**config.mk**
```make
export PLATFORM = sky130hd
export DESIGN_NAME = imem_port_arbiter
export DESIGN_NICKNAME = d
export VERILOG_FILES = /design/src/rtl/imem_arb_pkg.sv /design/src/rtl/imem_port_arbiter.sv
export SDC_FILE = /design/constraint.sdc
export NUM_CORES = 1
export LEC_CHECK = 0
export CAP_MARGIN = 20
export CORE_ASPECT_RATIO = 0.6
export CORE_MARGIN = 5
export CORE_UTILIZATION = 34
export DETAILED_ROUTE_END_ITERATION = 16
export PLACE_DENSITY = 0.8
export SLEW_MARGIN = 10
export SYNTH_ARGS = -nofsm -noshare
export SYNTH_HDL_FRONTEND = slang
export SYNTH_SLANG_ARGS = --single-unit
export TNS_END_PERCENT = 30
```
**constraint.sdc**
```tcl
create_clock -name Clk -period 1.9 [get_ports Clk]
set_input_delay 0.38 -clock Clk [delete_from_list [all_inputs] [get_ports Clk]]
set_output_delay 0.38 -clock Clk [all_outputs]
set_load 0.01 [all_outputs]
```
**src/rtl/imem_arb_pkg.sv**
```systemverilog
// Shared types for the instruction-memory port arbiter.
// Owner encodings track which requester the in-flight access belongs to.
package imem_arb_pkg;

  localparam int c_ADDR_W = 8;
  localparam int c_DATA_W = 8;

  typedef enum logic [1:0] {
    s_NONE  = 2'd0,
    s_CPU   = 2'd1,
    s_LD_RD = 2'd2,
    s_LD_WR = 2'd3
  } owner_e;

endpackage

```
**src/rtl/imem_port_arbiter.sv**
```systemverilog
// Single-port IMEM arbiter between CPU fetch and program loader.
// IMEM_ARB_ROUND_ROBIN_EN: alternate grants instead of burst-limited loader priority.
module imem_port_arbiter
  import imem_arb_pkg::*;
#(
  parameter int ADDR_W         = c_ADDR_W,
  parameter int DATA_W         = c_DATA_W,
  parameter int MAX_LOAD_BURST = 4
) (
  input  logic              Clk,
  input  logic              CLB,
  input  logic              FetchReq,
  input  logic [ADDR_W-1:0] FetchAddr,
  output logic              FetchValid,
  output logic [DATA_W-1:0] FetchData,
  output logic              Stall,
  input  logic              LoadReq,
  input  logic              LoadWe,
  input  logic [ADDR_W-1:0] LoadAddr,
  input  logic [DATA_W-1:0] LoadWData,
  output logic              LoadGnt,
  output logic              LoadValid,
  output logic [DATA_W-1:0] LoadRData,
  output logic              MemEn,
  output logic              MemWe,
  output logic [ADDR_W-1:0] MemAddr,
  output logic [DATA_W-1:0] MemWData,
  input  logic [DATA_W-1:0] MemRData
);

  logic cpu_gnt;
  logic ld_gnt;

  owner_e owner_q, owner_d;

  logic [DATA_W-1:0] fetch_data_q, fetch_data_d;
  logic [DATA_W-1:0] load_rdata_q, load_rdata_d;

`ifdef IMEM_ARB_ROUND_ROBIN_EN
  // last_cpu_q resets to 0 so the first contended grant goes to the CPU
  logic last_cpu_q, last_cpu_d;

  always_comb begin
    cpu_gnt    = 1'b0;
    ld_gnt     = 1'b0;
    last_cpu_d = last_cpu_q;
    if (CLB) begin
      if (FetchReq && LoadReq) begin
        cpu_gnt = ~last_cpu_q;
        ld_gnt  = last_cpu_q;
      end else begin
        cpu_gnt = FetchReq;
        ld_gnt  = LoadReq;
      end
    end
    if (cpu_gnt) begin
      last_cpu_d = 1'b1;
    end else if (ld_gnt) begin
      last_cpu_d = 1'b0;
    end
  end

  always_ff @(posedge Clk or negedge CLB) begin
    if (!CLB) begin
      last_cpu_q <= 1'b0;
    end else begin
      last_cpu_q <= last_cpu_d;
    end
  end
`else
  localparam int BW = $clog2(MAX_LOAD_BURST + 1);
  localparam logic [BW-1:0] MaxB = BW'(MAX_LOAD_BURST);

  logic [BW-1:0] burst_q, burst_d;

  always_comb begin
    cpu_gnt = 1'b0;
    ld_gnt  = 1'b0;
    if (CLB) begin
      ld_gnt  = LoadReq && (!FetchReq || (burst_q != MaxB));
      cpu_gnt = FetchReq && !ld_gnt;
    end
  end

  // Counts loader grants that starved a pending fetch; saturates
  always_comb begin
    burst_d = burst_q;
    if (!FetchReq || cpu_gnt) begin
      burst_d = '0;
    end else if (ld_gnt && (burst_q != MaxB)) begin
      burst_d = burst_q + 1'b1;
    end
  end

  always_ff @(posedge Clk or negedge CLB) begin
    if (!CLB) begin
      burst_q <= '0;
    end else begin
      burst_q <= burst_d;
    end
  end
`endif

  always_comb begin
    MemEn    = cpu_gnt | ld_gnt;
    MemWe    = ld_gnt & LoadWe;
    MemAddr  = '0;
    MemWData = '0;
    if (ld_gnt) begin
      MemAddr  = LoadAddr;
      MemWData = LoadWData;
    end else if (cpu_gnt) begin
      MemAddr = FetchAddr;
    end
    LoadGnt = ld_gnt;
    Stall   = CLB & FetchReq & ~cpu_gnt;
  end

  always_comb begin
    unique case (1'b1)
      (ld_gnt && LoadWe):  owner_d = s_LD_WR;
      (ld_gnt && !LoadWe): owner_d = s_LD_RD;
      cpu_gnt:             owner_d = s_CPU;
      default:             owner_d = s_NONE;
    endcase
  end

  // Return data is steered straight from memory in the valid cycle
  always_comb begin
    FetchValid   = (owner_q == s_CPU);
    FetchData    = FetchValid ? MemRData : fetch_data_q;
    fetch_data_d = FetchData;
    LoadValid    = (owner_q == s_LD_RD) || (owner_q == s_LD_WR);
    LoadRData    = load_rdata_q;
    if (owner_q == s_LD_RD) begin
      LoadRData = MemRData;
    end else if (owner_q == s_LD_WR) begin
      LoadRData = '0;
    end
    load_rdata_d = LoadRData;
  end

  always_ff @(posedge Clk or negedge CLB) begin
    if (!CLB) begin
      owner_q      <= s_NONE;
      fetch_data_q <= '0;
      load_rdata_q <= '0;
    end else begin
      owner_q      <= owner_d;
      fetch_data_q <= fetch_data_d;
      load_rdata_q <= load_rdata_d;
    end
  end

endmodule

```
======== Word-level counts from Yosys, hierarchy flattened ========
Index checks and enable logic that the tools add are counted.
word-level totals
  register bits ........................... 21
  output and inout bits ................... 38
  word-level logic and storage cells ...... 37
cells by class
  muxes and demuxes ....................... 11
  reductions and logical operators ........ 12
  bitwise gates (word level) .............. 5
  equal/unequal tests ..................... 4
  add/subtract/negate cells ............... 1
operator list
  kind                                                                    count
  8-bit two-way mux                                                       6
  3-bit two-way mux                                                       2
  2-bit one-hot mux with 3 select lines                                   1
  1-bit logical AND                                                       5
  2-bit equality test (second input constant)                             2
  3-bit by 1-bit adder with 3-bit output (second input constant)          1
  1-bit AND                                                               3
  1-bit zero test                                                         3
  1-bit logical OR                                                        3
  3-bit != test (second input constant)                                   1
  2-bit by 1-bit equality test with 1-bit output (second input constant)  1
  1-bit two-way mux                                                       2
  2-bit nonzero test                                                      1
  1-bit NOT                                                               1
  1-bit bitwise OR                                                        1

======== Logic depth before layout (Yosys ltp) ========
  depth after elaboration ................. 8
  depth in mapped cells ................... 5

======== Worst setup path before layout ========
Ideal clock, no wire load.
  path type ............................... flip-flop to output port
  start point ............................. register burst_q[0]
  end point ............................... output MemAddr[0]
  cell stages (with the launch flop) ...... 6
  required time ........................... 1.520 ns
  path slack .............................. 0.325 ns
  data arrival time ....................... 1.195 ns
  cell sequence ........................... dfrtp_1 > inv_1 > ha_1 > nand2_1 > a21oi_2 > a22o_1
between the ends
  word-level cells in the longest chain between the ends .. 8
RTL lines
  item                    RTL line                  text
  start, declared         imem_port_arbiter.sv:74   logic [BW-1:0] burst_q, burst_d;
  start signal, assigned  imem_port_arbiter.sv:99   burst_q <= burst_d;
  3-bit != test *         imem_port_arbiter.sv:80   ld_gnt = LoadReq && (!FetchReq || (burst_q != MaxB));
  1-bit logical OR *      imem_port_arbiter.sv:80
  1-bit logical AND *     imem_port_arbiter.sv:80
  1-bit zero test         imem_port_arbiter.sv:81   cpu_gnt = FetchReq && !ld_gnt;
  1-bit logical AND       imem_port_arbiter.sv:81
  1-bit two-way mux       imem_port_arbiter.sv:79   if (CLB) begin
  8-bit two-way mux       imem_port_arbiter.sv:112  end else if (cpu_gnt) begin
  8-bit two-way mux *     imem_port_arbiter.sv:109  if (ld_gnt) begin
  end, declared           imem_port_arbiter.sv:26   output logic [ADDR_W-1:0] MemAddr,
Mark *: on every way between the ends. The rest lies on a longest branch, timed or not.

======== Final worst setup path ========
  start point ............................. register burst_q[0]
  end point ............................... output MemAddr[5]
Same word-level chain as after synthesis.

==> results_dict.tcl <==
set metrics [dict create \
    grt_usage_pct 18.5 \
    synthesis.area_um2 1020 \
    max_stage_delay_ns 0.39 \
    synth_cell_types 19 \
    synth_top_area_share_pct 51.6 \
    fp.dieH_um 52.4 \
    ys_warn_count 0 \
    dr.pass1.iters 4 \
    grt-ovfl-total 0 \
    vias 1123 \
    cts_tree "yes" \
    drv_cap 0 \
    drc 0 \
    required_ns 1.52 \
    antenna_found_initial 0 \
    vias_per_cell 4.60 \
    grt_start_max_net_pins 18 \
    worst_pin_slew_ns 0.292 \
    design_area_um2 2080 \
    hold_class "in2async" \
    clkLatencyLatePin_ns 0.26 \
    ant_nets 0 \
    seq_area_um2 526 \
    endpoint_kind "output pin" \
    rsz0062_at_grt "true" \
    stdcell_count 244 \
    die_w_um 80.7 \
    multiInputGateArea_um2 497 \
    wirelength_mm 3.79 \
    hpwl_mm 2.92 \
    synthMostInstantiatedCell "dfrtp_1" \
    dp.cells 229 \
    start_util_pct 35.5 \
    cp_slowest_cell "dfrtp_1" \
    crit_path_max_fanout 4 \
    core_um2 2870 \
    port_buffers 74 \
    grt_pass1_vias 1187 \
    leakage_nw 1.05 \
    placed_area_um2 1950 \
    cts_hold_buf 0 \
    p_per_area_nw_per_um2 634 \
    hold_slack_ns 0.295 \
    synth_edf_count 0 \
    clockRootBuffer "clkbuf_8" \
    num_rows 15 \
    layout-drive-gt1-share_pct 45.5 \
    violations "negative setup slack" \
    synth-async-reset-ratio_pct 100 \
    final_max_slew_viol_count 0 \
    cts_made_buffers 3 \
    synth_top_cell_by_area "dfrtp_1" \
    cp_cell_sequence "inv_2, ha_4, a31oi_4, buf_6, buf_4, a22o_1, buf_2" \
    finalHoldViolations 0 \
    avgSynthCellArea_um2 10.6 \
    layout_setup_ws_ns -0.107 \
    routedWlPerCell_um 15.5 \
    clk_pin_slew_ns 0.07 \
    total_power_mw 1.32 \
    fin_crit_sh_pct 106 \
    diodes 0 \
    synth_cells 96 \
    fmax_ghz 0.498 \
    synthFlopType "dfrtp_1" \
    syn2layout_area_growth_pct 104 \
    relSlewSlack_pct 80.3 \
    cts_htree_levels 1 \
    clockBufferDepth 2 \
    synth_seq_area_share_pct 51.6 \
    critPathLaunchType "register" \
    ios 75 \
    die-area_um2 4230 \
    skew_ns 0.00208 \
    gp_congestion 0.737 \
    status "finished with violations" \
    synth_area_leaders "dfrtp_1, mux2_2, a22o_1" \
    final_nets 242 \
    cp_top_family "buffers and inverters" \
    syn-num-nets 135 \
    cts.sinks 21 \
    synth-seq-cells 21 \
    crit_type "reg2out" \
    n_fill_cell 200 \
    ir_drop_v 0.000305 \
    period_minus_slack_ns 2.01 \
    cp.arrival_ns 1.63 \
    grt_pass1_wl_mm 5.77 \
    dr.first_iter.drc_count 33 \
    setup_viol 11 \
    synth_common_cells "dfrtp_1, nand2_1, a22o_1, inv_1" \
    critPathBufInv 4 \
]
[state kept, by name, indices dropped and copies added, names as in the netlist]
signal        count
fetch_data_q      8
burst_q           3
load_rdata_q      8
owner_q           2
[layer usage]
metal  share of wire, %  track usage, %  vias to the layer above
li1                   -               -                      531
met1                 43            22.4                      551
met2                 50            32.3                       32
met3                5.2            6.01                        9
met4                1.6            3.93                        0
met5                  0               0                        -
[cells by family (layout without fill, tap and decap cells)]
| kind of cell | after synthesis | after routing | synth area share [%] |
|---|---|---|---|
| DFF | 21 | 21 | 51.6 |
| AOI/OAI and AO/OA | 22 | 22 | 15.4 |
| muxes | 9 | 9 | 9.95 |
| xor gates and xnor gates | 1 | 1 | 0.860 |
| buffers and inverters | 16 | 122 | 6.63 |
| adders and majority gates | 2 | 2 | 2.46 |
| and+or+nand+nor | 25 | 25 | 13.1 |
[stage by stage]
step / setup TNS (ns) / setup WS, ns / utilization (%)
2_1_floorplan: 0 / 0.325 / -
3_3_place_gp: -10.89 / -0.530 / 68.1
3_5_place_dp: -11.66 / -0.556 / 68.1
4_1_cts: -1.24 / -0.131 / 69.6
5_1_grt: -2.13 / -0.166 / 72.5
6_report: -0.795 / -0.107 / 72.5
[area by class of cell]
type | instances | area share [%]
Tap cell | 42 | 2.53
Inverter | 10 | 1.80
Sequential cell | 21 | 25.3
Timing Repair Buffer | 108 | 44.3
Multi-Input combinational cell | 59 | 23.9
Clock inverter | 1 | 0.241
Clock buffer | 3 | 1.98
[cells in the final DEF (no fill, tap or decap)]
master	n
clkdlybuf4s50_1	34
a31oi_4	1
dlygate4sd2_1	6
and4_4	1
dfrtp_1	21
or2_4	1
and2_4	2
xor2_1	1
a22o_1	10
a31oi_1	1
nand2_1	9
clkinv_2	1
clkbuf_2	7
inv_2	2
inv_1	8
clkdlybuf4s15_1	2
nand2_2	2
nor2b_2	2
nor2b_1	1
clkbuf_8	3
buf_6	19
ha_1	1
buf_2	16
a21oi_2	1
a21o_1	1
buf_4	24
ha_4	1
mux2_4	7
and2_1	7
o21ai_0	8
mux2_2	2
[timing repair]
item | 4_1_cts | 5_1_grt
buffers inserted | 2 | 7
gates cloned | 2 | 0
pin swaps | 9 | 7
setup endpoints to repair | 37 | 35
gates resized for setup | 118 | 57
[where the power goes]
group / leakage (nW) / total, mW / internal, mW / switching (mW)
logic: 0.766 / 0.499 / 0.299 / 0.200
registers: 0.262 / 0.529 / 0.510 / 0.0195
clock network: 0.0255 / 0.291 / 0.146 / 0.144
[final timing paths]
| path | start | endpoint | slack, ns | cells after the start |
|---|---|---|---|---|
| min | CLB | load_rdata_q[4]$_DFF_PN0_ | 0.29 | 2 |
| min reg2reg | fetch_data_q[5]$_DFF_PN0_ | fetch_data_q[5]$_DFF_PN0_ | 0.50 | 1 |
| max in group asynchronous | CLB | load_rdata_q[3]$_DFF_PN0_ | 1.42 | 2 |
| max | burst_q[0]$_DFFE_PN0P_ | MemAddr[5] | -0.11 | 7 |
| min in group Clk | fetch_data_q[5]$_DFF_PN0_ | fetch_data_q[5]$_DFF_PN0_ | 0.50 | 1 |
| max reg2reg | burst_q[0]$_DFFE_PN0P_ | burst_q[0]$_DFFE_PN0P_ | 0.53 | 6 |
(Power assumes the default switching activity.)
